File: src/rtl/pucch_pkg.sv
// Shared types and constants for the PUCCH format-1 OCC phase sequencer.
package pucch_pkg;

  typedef enum logic {
    IDLE = 1'b0,
    RUN  = 1'b1
  } state_t;

  localparam logic [3:0] N_SYM_MIN = 4'd4;
  localparam logic [3:0] N_SYM_MAX = 4'd14;
  localparam logic [2:0] NSF_MAX   = 3'd7;

  // nSF == 4 phase table, indexed [occi[1:0]][m[1:0]], phases 0 or 2
  localparam logic [0:3][0:3][1:0] NSF4_LUT = '{
    '{2'd0, 2'd0, 2'd0, 2'd0},
    '{2'd0, 2'd2, 2'd0, 2'd2},
    '{2'd0, 2'd0, 2'd2, 2'd2},
    '{2'd0, 2'd2, 2'd2, 2'd0}
  };

  typedef struct packed {
    logic [3:0] h0;   // symbols in hop 0
    logic [2:0] d0;   // DMRS count, hop 0
    logic [2:0] u0;   // data count, hop 0
    logic [2:0] d1;   // DMRS count, hop 1
    logic [2:0] u1;   // data count, hop 1
  } nsf_split_t;

  // Per-(type, hop) symbol counts; each count is the nSF of that group
  function automatic nsf_split_t nsf_split(input logic [3:0] n, input logic hop_en);
    logic [4:0] h0;
    logic [4:0] d0;
    logic [4:0] u0;
    logic [4:0] dt;
    logic [4:0] ut;
    nsf_split_t s;
    h0   = hop_en ? {2'b00, n[3:1]} : {1'b0, n};
    d0   = (h0 + 5'd1) >> 1;
    u0   = h0 >> 1;
    dt   = ({1'b0, n} + 5'd1) >> 1;
    ut   = {1'b0, n} >> 1;
    s.h0 = h0[3:0];
    s.d0 = d0[2:0];
    s.u0 = u0[2:0];
    s.d1 = 3'(dt - d0);
    s.u1 = 3'(ut - u0);
    return s;
  endfunction

endpackage

File: src/rtl/pucch_occ_phi_gen.sv
// OCC phase generator for one symbol type: m counter, mod-nSF accumulator, nSF=4 LUT.
module pucch_occ_phi_gen
  import pucch_pkg::*;
(
  input  logic       clk,
  input  logic       rst,
  input  logic       i_clear,
  input  logic       i_step,
  input  logic [2:0] i_nsf,
  input  logic [2:0] i_occi,
  output logic [3:0] o_phi,
  output logic [2:0] o_m
);

  logic [3:0] r_acc;
  logic [2:0] r_m;
  logic [3:0] w_sum;
  logic [3:0] w_acc_nx;

  // Next phase: add occi, single conditional subtract of nSF
  always_comb begin
    w_sum    = r_acc + {1'b0, i_occi};
    w_acc_nx = (w_sum >= {1'b0, i_nsf}) ? (w_sum - {1'b0, i_nsf}) : w_sum;
  end

  // Accumulator and m counter; clear wins over step
  always_ff @(posedge clk) begin
    if (rst || i_clear) begin
      r_acc <= '0;
      r_m   <= '0;
    end else if (i_step) begin
      r_acc <= w_acc_nx;
      r_m   <= r_m + 3'd1;
    end
  end

  // Phase select: LUT for nSF=4, zero for nSF=1, accumulator otherwise
  always_comb begin
    if (i_nsf == 3'd4)
      o_phi = {2'b00, NSF4_LUT[i_occi[1:0]][r_m[1:0]]};
    else if (i_nsf == 3'd1)
      o_phi = '0;
    else
      o_phi = r_acc;
  end

  assign o_m = r_m;

endmodule

File: src/rtl/pucch_occ_seq.sv
// PUCCH format-1 per-symbol OCC phase sequencer (DMRS + data, optional hopping).
// Optional config rejection when PUCCH_OCC_CFG_CHECK_EN is defined.
module pucch_occ_seq
  import pucch_pkg::*;
#(
  parameter int unsigned SYM_W     = 4,
  parameter int unsigned PHI_W     = 4,
  parameter int unsigned DMRS_EVEN = 1
) (
  input  logic             clk,
  input  logic             rst,
  input  logic             i_start,
  input  logic [SYM_W-1:0] i_n_sym,
  input  logic             i_hop_en,
  input  logic [2:0]       i_occi,
  output logic             o_valid,
  input  logic             i_ready,
  output logic [PHI_W-1:0] o_phi,
  output logic [2:0]       o_nsf,
  output logic             o_is_dmrs,
  output logic             o_hop,
  output logic [2:0]       o_m,
  output logic [SYM_W-1:0] o_l,
  output logic             o_last,
  output logic             o_busy,
  output logic             o_err
);

  state_t           r_state;
  state_t           w_state_nx;
  logic [SYM_W-1:0] r_l;
  logic [SYM_W-1:0] r_n;
  logic [2:0]       r_occi;
  nsf_split_t       r_split;

  logic             w_run;
  logic             w_hs;
  logic             w_last_l;
  logic             w_is_dmrs;
  logic             w_hop;
  logic             w_cfg_ok;
  logic             w_start_ok;
  logic             w_advance;
  logic             w_clr;
  logic [2:0]       w_nsf_dmrs;
  logic [2:0]       w_nsf_data;
  logic [3:0]       w_phi_dmrs;
  logic [3:0]       w_phi_data;
  logic [2:0]       w_m_dmrs;
  logic [2:0]       w_m_data;

`ifdef PUCCH_OCC_CFG_CHECK_EN
  nsf_split_t w_in_split;
  logic [2:0] w_min_nsf;
  logic       r_err;

  // Reject out-of-range N or an occi not below the smallest non-empty nSF
  always_comb begin
    w_in_split = nsf_split(4'(i_n_sym), i_hop_en);
    w_min_nsf  = NSF_MAX;
    if (w_in_split.d0 != 3'd0 && w_in_split.d0 < w_min_nsf) w_min_nsf = w_in_split.d0;
    if (w_in_split.u0 != 3'd0 && w_in_split.u0 < w_min_nsf) w_min_nsf = w_in_split.u0;
    if (w_in_split.d1 != 3'd0 && w_in_split.d1 < w_min_nsf) w_min_nsf = w_in_split.d1;
    if (w_in_split.u1 != 3'd0 && w_in_split.u1 < w_min_nsf) w_min_nsf = w_in_split.u1;
    w_cfg_ok = (4'(i_n_sym) >= N_SYM_MIN) && (4'(i_n_sym) <= N_SYM_MAX) &&
               (i_occi < w_min_nsf);
  end

  // One-cycle reject pulse following the offending i_start
  always_ff @(posedge clk) begin
    if (rst) r_err <= 1'b0;
    else     r_err <= i_start && !w_cfg_ok;
  end

  assign o_err = r_err;
`else
  assign w_cfg_ok = 1'b1;
  assign o_err    = 1'b0;
`endif

  // Current-symbol decode
  always_comb begin
    w_run      = (r_state == RUN);
    w_hs       = w_run && i_ready;
    w_last_l   = (r_l == SYM_W'(r_n - 1'b1));
    w_is_dmrs  = (DMRS_EVEN != 0) ? ~r_l[0] : r_l[0];
    w_hop      = (r_l >= SYM_W'(r_split.h0));
    w_nsf_dmrs = w_hop ? r_split.d1 : r_split.d0;
    w_nsf_data = w_hop ? r_split.u1 : r_split.u0;
    w_start_ok = i_start && w_cfg_ok;
    w_advance  = w_hs && !w_last_l && !i_start;
    // Both generators restart at l=0 and when stepping onto the first hop-1 symbol
    w_clr      = w_start_ok || (w_advance && (SYM_W'(r_l + 1'b1) == SYM_W'(r_split.h0)));
  end

  // FSM state register
  always_ff @(posedge clk) begin
    if (rst) r_state <= IDLE;
    else     r_state <= w_state_nx;
  end

  // FSM next state: i_start has priority over the final handshake
  always_comb begin
    w_state_nx = r_state;
    if (i_start)
      w_state_nx = w_cfg_ok ? RUN : IDLE;
    else if (w_hs && w_last_l)
      w_state_nx = IDLE;
  end

  // Config capture and symbol index
  always_ff @(posedge clk) begin
    if (rst) begin
      r_l     <= '0;
      r_n     <= '0;
      r_occi  <= '0;
      r_split <= '0;
    end else if (w_start_ok) begin
      r_l     <= '0;
      r_n     <= i_n_sym;
      r_occi  <= i_occi;
      r_split <= nsf_split(4'(i_n_sym), i_hop_en);
    end else if (w_advance) begin
      r_l     <= r_l + 1'b1;
    end
  end

  pucch_occ_phi_gen u_dmrs (
    .clk    (clk),
    .rst    (rst),
    .i_clear(w_clr),
    .i_step (w_advance && w_is_dmrs),
    .i_nsf  (w_nsf_dmrs),
    .i_occi (r_occi),
    .o_phi  (w_phi_dmrs),
    .o_m    (w_m_dmrs)
  );

  pucch_occ_phi_gen u_data (
    .clk    (clk),
    .rst    (rst),
    .i_clear(w_clr),
    .i_step (w_advance && !w_is_dmrs),
    .i_nsf  (w_nsf_data),
    .i_occi (r_occi),
    .o_phi  (w_phi_data),
    .o_m    (w_m_data)
  );

  // Beat outputs, forced to zero outside RUN
  always_comb begin
    o_valid   = w_run;
    o_busy    = w_run;
    o_phi     = '0;
    o_nsf     = '0;
    o_is_dmrs = 1'b0;
    o_hop     = 1'b0;
    o_m       = '0;
    o_l       = '0;
    o_last    = 1'b0;
    if (w_run) begin
      o_phi     = PHI_W'(w_is_dmrs ? w_phi_dmrs : w_phi_data);
      o_nsf     = w_is_dmrs ? w_nsf_dmrs : w_nsf_data;
      o_is_dmrs = w_is_dmrs;
      o_hop     = w_hop;
      o_m       = w_is_dmrs ? w_m_dmrs : w_m_data;
      o_l       = r_l;
      o_last    = w_last_l;
    end
  end

endmodule
File: config.mk
export PLATFORM = sky130hd
export DESIGN_NAME = pucch_occ_seq
export DESIGN_NICKNAME = d
export VERILOG_FILES = /design/src/rtl/pucch_pkg.sv /design/src/rtl/pucch_occ_phi_gen.sv /design/src/rtl/pucch_occ_seq.sv
export SDC_FILE = /design/constraint.sdc
export NUM_CORES = 1
export LEC_CHECK = 0
export CAP_MARGIN = 20
export CORE_MARGIN = 4
export CORE_UTILIZATION = 50
export CTS_CLUSTER_SIZE = 12
export DETAILED_ROUTE_END_ITERATION = 8
export DONT_BUFFER_PORTS = 1
export GPL_TIMING_DRIVEN = 0
export PLACE_DENSITY = 0.66
export SYNTH_ARGS = -nofsm -noshare
export SYNTH_HDL_FRONTEND = slang
export SYNTH_SLANG_ARGS = --single-unit
File: constraint.sdc
create_clock -name clk -period 4.25 [get_ports clk]
set_clock_uncertainty 0.15 [all_clocks]
set_input_delay 0.425 -clock clk [delete_from_list [all_inputs] [get_ports clk]]
set_output_delay 0.425 -clock clk [all_outputs]
set_load 0.02 [all_outputs]
=== Word-level counts from Yosys, hierarchy flattened ===
Cells that the tools add are included.

* Multiplexer cells: 30
* Add/subtract/negate cells: 12
* Magnitude comparators: 6
* Eq/ne operators: 6
* Bitwise gates (word level): 4
* Reductions and logical operators: 13
* Shifts and indexed selects: 0
* Div/mod/pow operators: 0
* Multipliers: 0

{| class="wikitable"
|+ Operator list
! cell !! count
|-
| $mux W4 || 10
|-
| $mux W3 || 6
|-
| $bmux W8 S2 || 1
|-
| $mux W8 || 2
|-
| $add A4 B1 Y4 const B || 3
|-
| $ge A3 B3 Y1 const B || 3
|-
| $not A2 Y3 || 3
|-
| $add A4 B3 Y4 || 2
|-
| $bmux W2 S2 || 2
|-
| $eq A4 B4 Y1 || 2
|-
| $ge A4 B3 Y1 || 2
|-
| $mux W2 || 4
|-
| $sub A4 B3 Y4 || 2
|-
| $logic_and A1 B1 Y1 || 7
|-
| $add A3 B1 Y3 const B || 2
|-
| $eq A3 B1 Y1 const B || 2
|-
| $eq A3 B3 Y1 const B || 2
|-
| $sub A3 B3 Y3 || 2
|-
| $mux W1 || 5
|-
| $ge A4 B4 Y1 || 1
|-
| $sub A4 B1 Y4 const B || 1
|-
| $logic_not A1 Y1 || 2
|-
| $logic_or A1 B1 Y1 || 2
|-
| $reduce_bool A2 Y1 || 1
|-
| other kinds (2) || 2
|}

* Output and inout bits: 20
* Memory bits (writable): 0
* Memory bits (read-only): 0
* Bits in latches: 0
* Bits of input ports: 12
* Memories: 0
* Bits in registers: 42
* Logic and storage cells: 84

=== Longest topological paths before layout ===
Gate-level depths: netlist of the first run.

* Depth in word-level cells: 10
* Depth in mapped cells: 15
* Gate-level depth less buffers: 13

=== Hierarchy ===
Synthesis of the first run repeated with hierarchy kept, for this count alone.

* Cell total of the unflattened synthesis: 366
* Area total of the unflattened synthesis: 3062.9 um2

{| class="wikitable"
|+ By module, submodules not included
! module !! times used !! sequential area each (um2) !! area an instance (um2) !! cells an instance
|-
| pucch_occ_seq || 1 || 500.5 || 1742.9 || 206
|-
| pucch_occ_phi_gen at u_data || 1 || 140.1 || 661.9 || 80
|-
| pucch_occ_phi_gen at u_dmrs || 1 || 140.1 || 658.1 || 80
|}

=== Worst setup path after synthesis of the first run ===
Ideal clock, no wire load.

* Path kind: reg-to-reg
* From: register r_l[0]
* To: register u_dmrs.r_acc[0]
* Path buffers: 3
* Data arrival time: 3.452 ns
* Library setup time: 0.070 ns
* Cell stages (with the launch flop): 15
* Period minus slack after synthesis: 3.672 ns
* Data required time: 4.030 ns
* Path slack: 0.578 ns
* Path through: dfxtp_1 -> clkbuf_1 -> clkinv_1 -> ha_1 -> nor3b_2 -> o21ai_2 -> buf_6 -> mux2i_2 -> ha_1 -> clkbuf_1 -> inv_1 -> a2111oi_0 -> a311oi_1 -> mux2_2 -> a21oi_1

* Elaborated cells between the ends (all ways): 16
* Classes of those cells: add/sub (2); order compare (2); eq/ne (2); mux (2); bitwise (1); reduce/logical (7)

{| class="wikitable"
|+ RTL lines
! what !! RTL line !! source
|-
| start: declaration || pucch_occ_seq.sv:31 || <nowiki>logic [SYM_W-1:0] r_l;</nowiki>
|-
| start signal: assignment || pucch_occ_seq.sv:124 || <nowiki>r_l <= r_l + 1'b1;</nowiki>
|-
| $not A1 Y1 || pucch_occ_seq.sv:86 || <nowiki>w_is_dmrs = (DMRS_EVEN != 0) ? ~r_l[0] : r_l[0];</nowiki>
|-
| net w_is_dmrs || pucch_occ_seq.sv:39 || <nowiki>logic w_is_dmrs;</nowiki>
|-
| $logic_and A1 B1 Y1 || pucch_occ_seq.sv:132 || <nowiki>.i_step (w_advance && w_is_dmrs),</nowiki>
|-
| end signal: assignment || pucch_occ_phi_gen.sv:32 || <nowiki>r_acc <= w_acc_nx;</nowiki>
|-
| end: declaration || pucch_occ_phi_gen.sv:15 || <nowiki>logic [3:0] r_acc;</nowiki>
|}

The timed path passes the listed nets, and every way through them passes these cells.
A chain may end at the register's enable or synchronous reset.

=== Final worst setup path of the first run ===
Same ends and word-level chain as after synthesis.

==> results.py, run 1 <==
metrics = {
    "status": {
        "status": "completed",
    },
    "worst_setup_path": {
        "worst_ep_arrival_time_ns": 4.12,
        "crit_required_ns": 4.33,
        "rr_endpoint": "u_dmrs.r_acc[0]$_SDFFE_PP0P_",
        "startpoint_type": "flop",
        "critical_path.endpoint_type": "flop",
        "critical_path_class": "flop to flop",
        "ff2ff_path_depth": 14,
        "r2r-start": "r_l[0]$_SDFFE_PP0P_",
        "r2r_slack_ns": 0.21,
        "crit_fanout": 10,
    },
    "drt": {
        "ant_nets": 0,
        "vias_per_cell": 5.98,
        "wirelength_um": 8090,
        "drc": 0,
        "vias": 2735,
        "drt-initial-drc-count": 145,
        "drtPass1Iterations": 4,
        "avgRoutedWirePerCell_um": 17.7,
    },
    "yosys": {
        "ys_types": 65,
        "synth_fp_nets": 414,
        "synth_seq_cells": 39,
        "synth_warnings": 0,
        "ys_top_cells_by_area": "dfxtp_1, ha_1, mux2i_1, nor2_1, xnor2_1",
        "synthAdderAreaFrac": 0.113,
        "synth_area_um2": 3150,
        "synthMostInstantiatedCell": "nor2_1",
        "yosysSeqAreaShare": 0.248,
        "synth_xor_area_frac": 0.0877,
        "yosys.area_share.simple": 0.180,
        "synth_top_family_by_area": "compound AO/OA/AOI/OAI gates",
        "synth_edf_count": 0,
        "synth_compound_area_frac": 0.217,
        "synth_flop_cell": "dfxtp_1",
        "netlist.area_leader.share": 0.248,
        "synthMuxAreaShare": 0.0964,
        "syn-mean-instance-area_um2": 8.39,
        "ys_async_sr_fraction": 0,
        "synth_largest_area_cell": "dfxtp_1",
        "syn_inst": 376,
        "synth_commonest_cells": "nor2_1, dfxtp_1, nand2_1",
    },
    "floorplan": {
        "core_um2": 6030,
        "rows": 28,
        "fp.dieW_um": 87.4,
        "die_h_um": 87.4,
        "initial_utilization": 0.523,
        "fp.dieArea_um2": 7640,
        "io-pin-count": 32,
    },
    "global_route": {
        "overflow": 0,
        "grtUsageTotal": 0.223,
        "antenna_found_initial": 0,
        "grt_max_degree": 12,
        "grt_pass1_wl_um": 13400,
        "grt_pass1_vias": 2612,
    },
    "timing": {
        "setup_viol": 0,
        "finalHoldViolCount": 0,
        "fin_crit_sh": 0.950,
        "worst_pin_slew_ns": 0.837,
        "hold_slack_ns": 0.127,
        "period_minus_slack_ns": 4.04,
        "slew_headroom": 0.439,
        "max_freq_ghz": 0.248,
        "drv_slew": 0,
        "rsz0062_at_grt": "false",
    },
    "cts": {
        "clock_latency_ns": 0.30,
        "cts_setup_buffers": 0,
        "htree_num_levels": 2,
        "path_clk_slew_ns": 0.08,
        "clk_path_buf_depth": 2,
        "cts_tree": "yes",
        "clock-sinks": 39,
        "cts_made_buffers": 5,
        "root_buffer": "clkbuf_8",
    },
    "pwr": {
        "power_uw": 948,
        "leakage_nw": 1.38,
        "peakVddDrop_mv": 0.172,
        "power_density_nw_per_um2": 284,
    },
    "min_path": {
        "holdCritPathClass": "input port to flop",
        "min_path_cells": 2,
        "holdPathEnd": "r_occi[2]$_SDFFE_PP0P_",
        "holdCritStartpoint": "i_occi[2]",
    },
    "placement": {
        "dp_cells": 451,
        "dpl_cell_area_um2": 3250,
        "io_buffer_count": 0,
        "place_hpwl_um": 6230,
        "place.gp.congestion": 0.941,
    },
    "finish": {
        "design_area_um2": 3340,
        "layout-drive-gt1-share": 0.0995,
        "fillers": 570,
        "utilization": 0.554,
        "diodes": 0,
        "fin_cells": 457,
        "syn_to_final_growth_pct": 5.79,
        "fin_nets": 421,
    },
    "run": {
        "drv_cap": 0,
    },
}
## worst max-delay path by stage
| stage | start | end | slack [ns] | cells past startpoint |
|---|---|---|---|---|
| 2_1_floorplan | r_l[0]$_SDFFE_PP0P_ | u_dmrs.r_acc[0]$_SDFFE_PP0P_ | 0.58 | 14 |
| 3_3_place_gp | r_l[0]$_SDFFE_PP0P_ | u_dmrs.r_acc[0]$_SDFFE_PP0P_ | -0.15 | 14 |
| 3_5_place_dp | r_l[0]$_SDFFE_PP0P_ | u_dmrs.r_acc[0]$_SDFFE_PP0P_ | -0.11 | 14 |
| 4_1_cts | r_l[0]$_SDFFE_PP0P_ | u_dmrs.r_acc[0]$_SDFFE_PP0P_ | 0.09 | 14 |
| 5_1_grt | r_l[0]$_SDFFE_PP0P_ | u_dmrs.r_acc[0]$_SDFFE_PP0P_ | 0.04 | 14 |
| 6_report | r_l[0]$_SDFFE_PP0P_ | u_dmrs.r_acc[0]$_SDFFE_PP0P_ | 0.21 | 14 |
## sequential cells by signal, summed over array words and instances (netlist names)
name	flops
u_dmrs.o_m	3
r_n	4
r_l	4
u_dmrs.r_acc	4
r_occi	3
u_data.r_acc	4
o_busy	1
u_data.o_m	3
r_split	13
## area by class of cell
| class | instances | area, um^2 | share of cell area |
|---|---|---|---|
| plain buffers | 18 | 85.1 | 0.0255 |
| clock buffers | 5 | 68.8 | 0.0206 |
| clock inverters | 1 | 7.51 | 0.00225 |
| inverters | 26 | 98.8 | 0.0296 |
| multi-input cells | 293 | 2200 | 0.660 |
| flip-flops and latches | 39 | 781 | 0.234 |
| well taps | 75 | 93.8 | 0.0281 |
## what timing repair did
item,4_1_cts,5_1_grt
resized for setup,4,2
hold buffers,0,0
gates cloned,0,0
endpoints found under the setup margin,7,4
## metrics by stage
step / setup WS, ns / TNS (ns)
after global routing: 0.0387 / 0
final: 0.214 / 0
after CTS: 0.0948 / 0
after detailed placement: -0.109 / -0.158
after global placement: -0.154 / -0.177
after floorplan: 0.578 / 0
## worst max-delay path, stage by stage, from the launching register on
cell and delay [ns]:
dfxtp_1 0.34, clkbuf_2 0.21, clkinv_2 0.20, ha_1 0.40
nor3b_2 0.33, o21ai_2 0.15, buf_6 0.18, mux2i_1 0.26
inv_1 0.14, ha_1 0.37, o22ai_1 0.11, a2111oi_1 0.55
a311oi_1 0.14, mux2_2 0.31, a21oi_1 0.13
## report_power, final
group,internal (mW),switching (mW)
registers,0.382,0.0202
clock network,0.109,0.137
logic,0.118,0.181
total,0.610,0.338
## cells by family after synthesis
kind of cell	Yosys count
other	1
flip-flops	39
AND/OR/NAND/NOR	118
buffers and inverters	44
XOR/XNOR	30
adder cells (fa/ha/maj)	26
AO/OA/AOI/OAI	89
multiplexers	29
## placed cells by master (no fill, tap or decap), drive strengths merged, types with 9 or more instances in the layout
master,synthesis,routed
o21ai,15,15
dfxtp,39,39
nor2,47,47
inv,25,25
nor3,9,9
clkbuf,11,16
ha,22,22
mux2i,24,24
nand2,32,32
xor2,12,12
xnor2,17,17
a21oi,16,16
a211oi,15,15
## layer usage
| layer | global-route usage | routed length, um |
|---|---|---|
| met4 | 0.0432 | 84 |
| met5 | 0 | 0 |
| met3 | 0.0341 | 453 |
| met2 | 0.352 | 3540 |
| met1 | 0.324 | 4010 |
No activity file was read; power rests on OpenSTA's default activity.
==> run 2: changes to the inputs <==
--- a/config.mk
+++ b/config.mk
@@ -5,8 +5,8 @@
 export SDC_FILE = /design/constraint.sdc
 export NUM_CORES = 1
 export LEC_CHECK = 0
+export ABC_AREA = 1
 export CAP_MARGIN = 20
-export CORE_MARGIN = 4
 export CORE_UTILIZATION = 50
 export CTS_CLUSTER_SIZE = 12
 export DETAILED_ROUTE_END_ITERATION = 8
==> run 2 against run 1 <==
- non-clock buffer count shrank 10
- cell count grew 9.6%
- sequential power shrank 1%
- clock power grew 13%
- worst hold slack lost 0.10 ns
- register-to-register slack gained 0.90 ns
- synthesized area shrank 8.4%
- design area shrank 7.8%
- synthesized cell count grew 12%
- die area shrank 20%
- critical endpoint is now o_phi[3]
- largest power group unchanged
==> results.py, run 2 <==
metrics = {
    "status": {
        "status": "completed",
    },
    "yosys": {
        "netlist.area_leader.share": 0.270,
        "syn-mean-instance-area_um2": 6.86,
        "synth_flop_cell": "dfxtp_1",
        "synth_seq_cells": 39,
        "yosysSeqAreaShare": 0.270,
        "synth_area_um2": 2890,
        "synth_edf_count": 0,
        "synth_warnings": 0,
        "ys_async_sr_fraction": 0,
        "syn_inst": 421,
        "synth_commonest_cells": "nand2_1, inv_1, dfxtp_1",
        "ys_top_cells_by_area": "dfxtp_1, nand2_1, inv_1, ha_1, nand3_1",
        "ys_types": 33,
        "synthMostInstantiatedCell": "nand2_1",
        "synth_fp_nets": 459,
        "synth_largest_area_cell": "dfxtp_1",
    },
    "drt": {
        "avgRoutedWirePerCell_um": 13.2,
        "drc": 0,
        "drt-initial-drc-count": 145,
        "ant_nets": 0,
        "vias": 2597,
        "drtPass1Iterations": 4,
        "wirelength_um": 6590,
        "vias_per_cell": 5.18,
    },
    "cts": {
        "htree_num_levels": 2,
        "cts_made_buffers": 5,
        "postCtsHoldBufs": 0,
        "clock_latency_ns": 0.30,
        "ctsResizeCount": 0,
        "cts_setup_buffers": 0,
        "root_buffer": "clkbuf_8",
        "cts_tree": "yes",
        "clk_path_buf_depth": 2,
        "path_clk_slew_ns": 0.09,
        "clock-sinks": 39,
    },
    "finish": {
        "syn_to_final_growth_pct": 6.54,
        "mostFrequentLayoutCells": "nand2_1, inv_1, dfxtp_1",
        "layout-drive-gt1-share": 0.0862,
        "final_common_cell": "nand2_1",
        "fin_nets": 466,
        "fin_cells": 501,
        "fillers": 573,
        "largest_register_ffs": 13,
        "regMostFlops": "r_split",
        "multi_input_comb_area_um2": 1730,
        "diodes": 0,
        "seq_area_um2": 781,
    },
    "timing": {
        "setup_viol": 0,
        "rsz0062_at_grt": "false",
        "drv_slew": 0,
        "setup_tns_ns": 0,
        "slew_headroom": 0.554,
        "period_minus_slack_ns": 3.46,
        "fin_crit_sh": 0.814,
        "max_freq_ghz": 0.289,
        "worst_pin_slew_ns": 0.666,
        "finalHoldViolCount": 0,
    },
    "worst_setup_path": {
        "critical_path_class": "flop to output pin",
        "worst_ep_arrival_time_ns": 2.89,
        "crit_fanout": 10,
        "cp_common_cell": "nand2_1",
        "crit_required_ns": 3.67,
        "critical_path.endpoint_type": "output pin",
        "startpoint_type": "flop",
        "cp_cell_sequence": "inv_2 -> ha_1 -> nand2_1 -> inv_1 -> nand2_1 -> nand3_2 -> buf_6 -> o21ai_1 -> inv_2 -> nand3_1 -> nand2_1 -> clkinv_1 -> nand2_1 -> o22ai_1",
        "critPathMaxStageDelay_ns": 0.50,
        "cp_slowest_cell": "dfxtp_1",
    },
    "global_route": {
        "overflow": 0,
        "grtUsageTotal": 0.235,
        "grt_pass1_wl_um": 11200,
        "grt_pass1_vias": 2369,
        "antenna_found_initial": 0,
        "grt_max_degree": 14,
    },
    "floorplan": {
        "die_h_um": 78.0,
        "fp.dieArea_um2": 6090,
        "fp.dieW_um": 78.0,
        "io-pin-count": 32,
        "core_um2": 5540,
        "rows": 27,
        "initial_utilization": 0.521,
    },
    "placement": {
        "place_hpwl_um": 5320,
        "dp_cells": 493,
        "io_buffer_count": 0,
        "place.gp.congestion": 0.844,
    },
    "run": {
        "drv_cap": 0,
    },
    "pwr": {
        "peakVddDrop_mv": 0.172,
        "power_density_nw_per_um2": 337,
        "leakage_nw": 1.49,
    },
    "min_path": {
        "holdCritPathClass": "input port to flop",
    },
}
==> run 2: cell count changes in the layout (fill, tap and decap cells not counted), moves of 13 or more <==
cell     before  now
inv_1        25   76
o22ai_1       2   15
nand3_1       6   37
nand2_1      32   88
nor2_1       47   19
mux2i_1      21    0
==> run 2: cell families after synthesis <==
| group | Yosys count | synth area share |
|---|---|---|
| AOI/OAI and AO/OA | 73 | 0.148 |
| xor gates and xnor gates | 20 | 0.0606 |
| adders and majority gates | 26 | 0.123 |
| buffers and inverters | 93 | 0.130 |
| DFF | 39 | 0.270 |
| other | 1 | 0.00130 |
| and+or+nand+nor | 169 | 0.266 |
==> run 2: critical path, delay by kind of cell (launching register included) <==
kind / cells / cell delay [ns]
AO/OA/AOI/OAI: 2 / 0.72
AND/OR/NAND/NOR: 6 / 0.55
buffers and inverters: 5 / 0.49
adder cells (fa/ha/maj): 1 / 0.32
flip-flops: 1 / 0.50
==> run 2: area by class of cell <==
class | instances | share of cell area
tap | 72 | 0.0293
multi-input combinational | 289 | 0.563
clock buffer | 6 | 0.0268
sequential | 39 | 0.254
inverter | 85 | 0.104
buffer | 8 | 0.0183
clock inverter | 2 | 0.00528
==> run 2: metrics by stage <==
step	worst slack, ns	hold slack, ns	total power [mW]	cell area, um^2	utilization
2_1_floorplan	1.56	0.295	0.698	2890	-
3_3_place_gp	1.14	0.306	0.763	2980	0.538
3_5_place_dp	1.11	0.320	0.768	2980	0.538
4_1_cts	0.762	0.0128	1.05	3080	0.556
5_1_grt	0.570	0.0305	1.12	3080	0.556
6_report	0.789	0.0271	1.04	3080	0.556
==> run 2: final timing paths <==
path | start | slack (ns) | end | cells past startpoint
setup / recovery | r_l[0]$_SDFFE_PP0P_ | 0.79 | o_phi[3] | 14
setup reg to reg | r_l[0]$_SDFFE_PP0P_ | 1.11 | u_dmrs.r_acc[0]$_SDFFE_PP0P_ | 20
hold reg to reg | r_split[2]$_SDFFE_PP0P_ | 0.33 | r_split[2]$_SDFFE_PP0P_ | 2
hold / removal | rst | 0.03 | o_busy$_SDFFE_PP0P_ | 1
==> run 2: layer usage <==
layer | global-route usage | part of all wire | up-vias
li1 | - | - | 1376
met3 | 0.0372 | 0.037 | 11
met1 | 0.326 | 0.50 | 1166
met2 | 0.373 | 0.45 | 44
met4 | 0.0759 | 0.016 | 0
met5 | 0 | 0 | -
==> run 2: power breakdown <==
group	total [mW]	leakage (nW)	switching, mW	internal, mW
clock network	0.277	0.0474	0.144	0.133
logic	0.365	1.12	0.238	0.127
registers	0.396	0.319	0.0132	0.383
==> run 3: changes to the inputs <==
--- a/config.mk
+++ b/config.mk
@@ -5,14 +5,14 @@
 export SDC_FILE = /design/constraint.sdc
 export NUM_CORES = 1
 export LEC_CHECK = 0
-export ABC_AREA = 1
+export ABC_AREA = 0
 export CAP_MARGIN = 20
 export CORE_UTILIZATION = 50
 export CTS_CLUSTER_SIZE = 12
 export DETAILED_ROUTE_END_ITERATION = 8
 export DONT_BUFFER_PORTS = 1
 export GPL_TIMING_DRIVEN = 0
-export PLACE_DENSITY = 0.66
+export PLACE_DENSITY = 0.69
 export SYNTH_ARGS = -nofsm -noshare
 export SYNTH_HDL_FRONTEND = slang
 export SYNTH_SLANG_ARGS = --single-unit
==> constraint.sdc (replaced) <==
create_clock -name clk -period 2.9 [get_ports clk]
set_clock_uncertainty 0.15 [all_clocks]
set_input_delay 0.29 -clock clk [delete_from_list [all_inputs] [get_ports clk]]
set_output_delay 0.29 -clock clk [all_outputs]
set_load 0.02 [all_outputs]
==> run 3 against run 2 <==
- the run now ends with setup timing left
- register-to-register slack lost 1.3 ns
- first-iteration DRC count is 26% higher
- count of clock-buffer cells in the layout rose by 1
- worst hold slack lost 0.027 ns
- global-route usage increased by 5.2 points
- sequential share of layout area fell by 5.9 points
- cell count grew 0.60%
- design area grew 35%
==> results.py, run 3 (synthesized netlist as in run 1, its figures left out) <==
metrics = {
    "drt": {
        "vias_per_cell": 6.08,
        "drc": 0,
        "vias": 3065,
        "avgRoutedWirePerCell_um": 18.9,
        "ant_nets": 0,
        "drt-initial-drc-count": 182,
        "wirelength_um": 9510,
        "drtPass1Iterations": 4,
    },
    "timing": {
        "fin_crit_sh": 1.08,
        "finalHoldViolCount": 0,
        "setup_slack_ns": -0.227,
        "rsz0062_at_grt": "true",
        "setup_viol": 11,
        "hold_slack_ns": 0.0000468,
        "worst_pin_slew_ns": 0.816,
        "period_minus_slack_ns": 3.13,
        "max_freq_ghz": 0.320,
        "slew_headroom": 0.456,
        "drv_slew": 0,
    },
    "finish": {
        "mostFrequentLayoutCells": "nor2_1, buf_4, nand2_1",
        "largest_register_ffs": 13,
        "diodes": 0,
        "fin_nets": 466,
        "fillers": 454,
        "layout-drive-gt1-share": 0.315,
        "final_common_cell": "nor2_1",
        "regMostFlops": "r_split",
        "syn_to_final_growth_pct": 31.7,
    },
    "floorplan": {
        "die_h_um": 81.4,
        "fp.dieArea_um2": 6630,
        "fp.dieW_um": 81.4,
        "rows": 28,
        "core_um2": 5990,
        "io-pin-count": 32,
        "initial_utilization": 0.527,
    },
    "placement": {
        "place.gp.congestion": 0.923,
        "place_hpwl_um": 6110,
        "place_ws_ns": -0.573,
        "io_buffer_count": 0,
    },
    "pwr": {
        "netSwitchingPower_uw": 604,
        "pwr-share-seq": 0.354,
        "power_mw": 1.67,
        "leakage_nw": 1.71,
        "combinationalPowerShare": 0.424,
        "power.internal_mw": 1.07,
        "swShare": 0.361,
        "peakVddDrop_mv": 0.281,
        "power_density_nw_per_um2": 403,
        "pwr-share-clk": 0.222,
    },
    "worst_setup_path": {
        "critical_path.endpoint_type": "output pin",
        "cp_top_family": "compound AO/OA/AOI/OAI gates",
        "cp_cell_sequence": "inv_4 -> ha_4 -> o211ai_1 -> o21ai_2 -> buf_6 -> mux2_2 -> nor3_1 -> o21ai_1 -> a211oi_4",
        "critPathMaxStageDelay_ns": 0.40,
        "worst_ep_arrival_time_ns": 2.69,
        "critical_path_class": "flop to output pin",
        "cp_slowest_cell": "a211oi_4",
        "r2r_slack_ns": -0.22,
        "startpoint_type": "flop",
        "crit_fanout": 5,
        "crit_required_ns": 2.46,
        "cp_num_buf_inv": 2,
    },
    "global_route": {
        "use_met1": 0.368,
        "grt_pass1_vias": 2899,
        "grt_util_met2": 0.463,
        "grtUsageTotal": 0.287,
        "grt_max_degree": 12,
        "grt_pass1_wl_um": 14300,
        "antenna_found_initial": 0,
        "busiest_layer": "met2",
        "met3_usage": 0.0656,
        "overflow": 0,
    },
    "cts": {
        "clock-sinks": 39,
        "cts_made_buffers": 5,
        "htree_num_levels": 2,
        "cts_tree": "yes",
        "path_clk_slew_ns": 0.08,
        "clock_latency_ns": 0.30,
        "root_buffer": "clkbuf_8",
        "clk_path_buf_depth": 2,
    },
    "min_path": {
        "holdCritPathClass": "input port to flop",
    },
    "run": {
        "drv_cap": 0,
    },
    "status": {
        "violations": "setup timing",
        "status": "complete, but fails checks",
    },
}
[run 3: changes by cell type in the layout (fill, tap and decap cells not counted), sizes merged, moves of 7 or more]
cell,delta
buf,+48
nand3,-35
nor3,+7
inv,-57
nor2,+25
nand2,-61
a211oi,+15
o21ai,-12
nand4,-9
o22ai,-13
mux2i,+24
a21oi,-7
xnor2,+7
[run 3: cell type report]
type | instances | area, um^2 | share of cell area
Buffer | 15 | 72.6 | 0.0175
Clock buffer | 7 | 76.3 | 0.0184
Clock inverter | 1 | 5.00 | 0.00120
Inverter | 26 | 118 | 0.0283
Multi-Input combinational cell | 293 | 2590 | 0.624
Sequential cell | 39 | 807 | 0.194
Tap cell | 75 | 93.8 | 0.0226
Timing Repair Buffer | 48 | 390 | 0.0939
[run 3: per-stage QoR]
stage                util  std cells  instance area [um^2]  setup TNS [ns]
finish              0.694        504                  4160           -1.72
detailed placement  0.563        451                  3380           -3.71
global route        0.694        504                  4160           -2.57
CTS                 0.648        490                  3880           -1.61
global placement    0.563        451                  3380           -3.28
floorplan               -        376                  3280          -0.371
[run 3: power groups by stage]
| stage | logic [mW] | clock network [mW] | registers [mW] |
|---|---|---|---|
| 2_1_floorplan | 0.383 | 0 | 0.595 |
| 3_3_place_gp | 0.461 | 0 | 0.604 |
| 3_5_place_dp | 0.466 | 0 | 0.604 |
| 4_1_cts | 0.603 | 0.374 | 0.593 |
| 5_1_grt | 0.760 | 0.393 | 0.596 |
| 6_report | 0.709 | 0.371 | 0.593 |
[run 3: worst paths after layout]
path,start,to,depth (start not counted)
setup / recovery,r_split[15]$_SDFFE_PP0P_,o_phi[1],9
hold / removal,i_occi[1],r_occi[1]$_SDFFE_PP0P_,2
setup reg to reg,r_split[15]$_SDFFE_PP0P_,u_dmrs.r_acc[0]$_SDFFE_PP0P_,14
hold reg to reg,r_n[3]$_SDFFE_PP0P_,r_n[3]$_SDFFE_PP0P_,2
[run 3: what timing repair did]
item / CTS / global route
pin swaps: 20 / 23
gates cloned: 1 / 0
endpoints found under the hold margin: 2 / 0
resized for setup: 39 / 40
hold buffers: 2 / 0
setup endpoints to repair: 15 / 15
setup buffers: 29 / 16
[run 3: layer usage]
layer / share of wire / wire length (um)
met4: 0.030 / 289
met3: 0.089 / 846
met5: 0 / 0
met2: 0.47 / 4480
met1: 0.41 / 3900
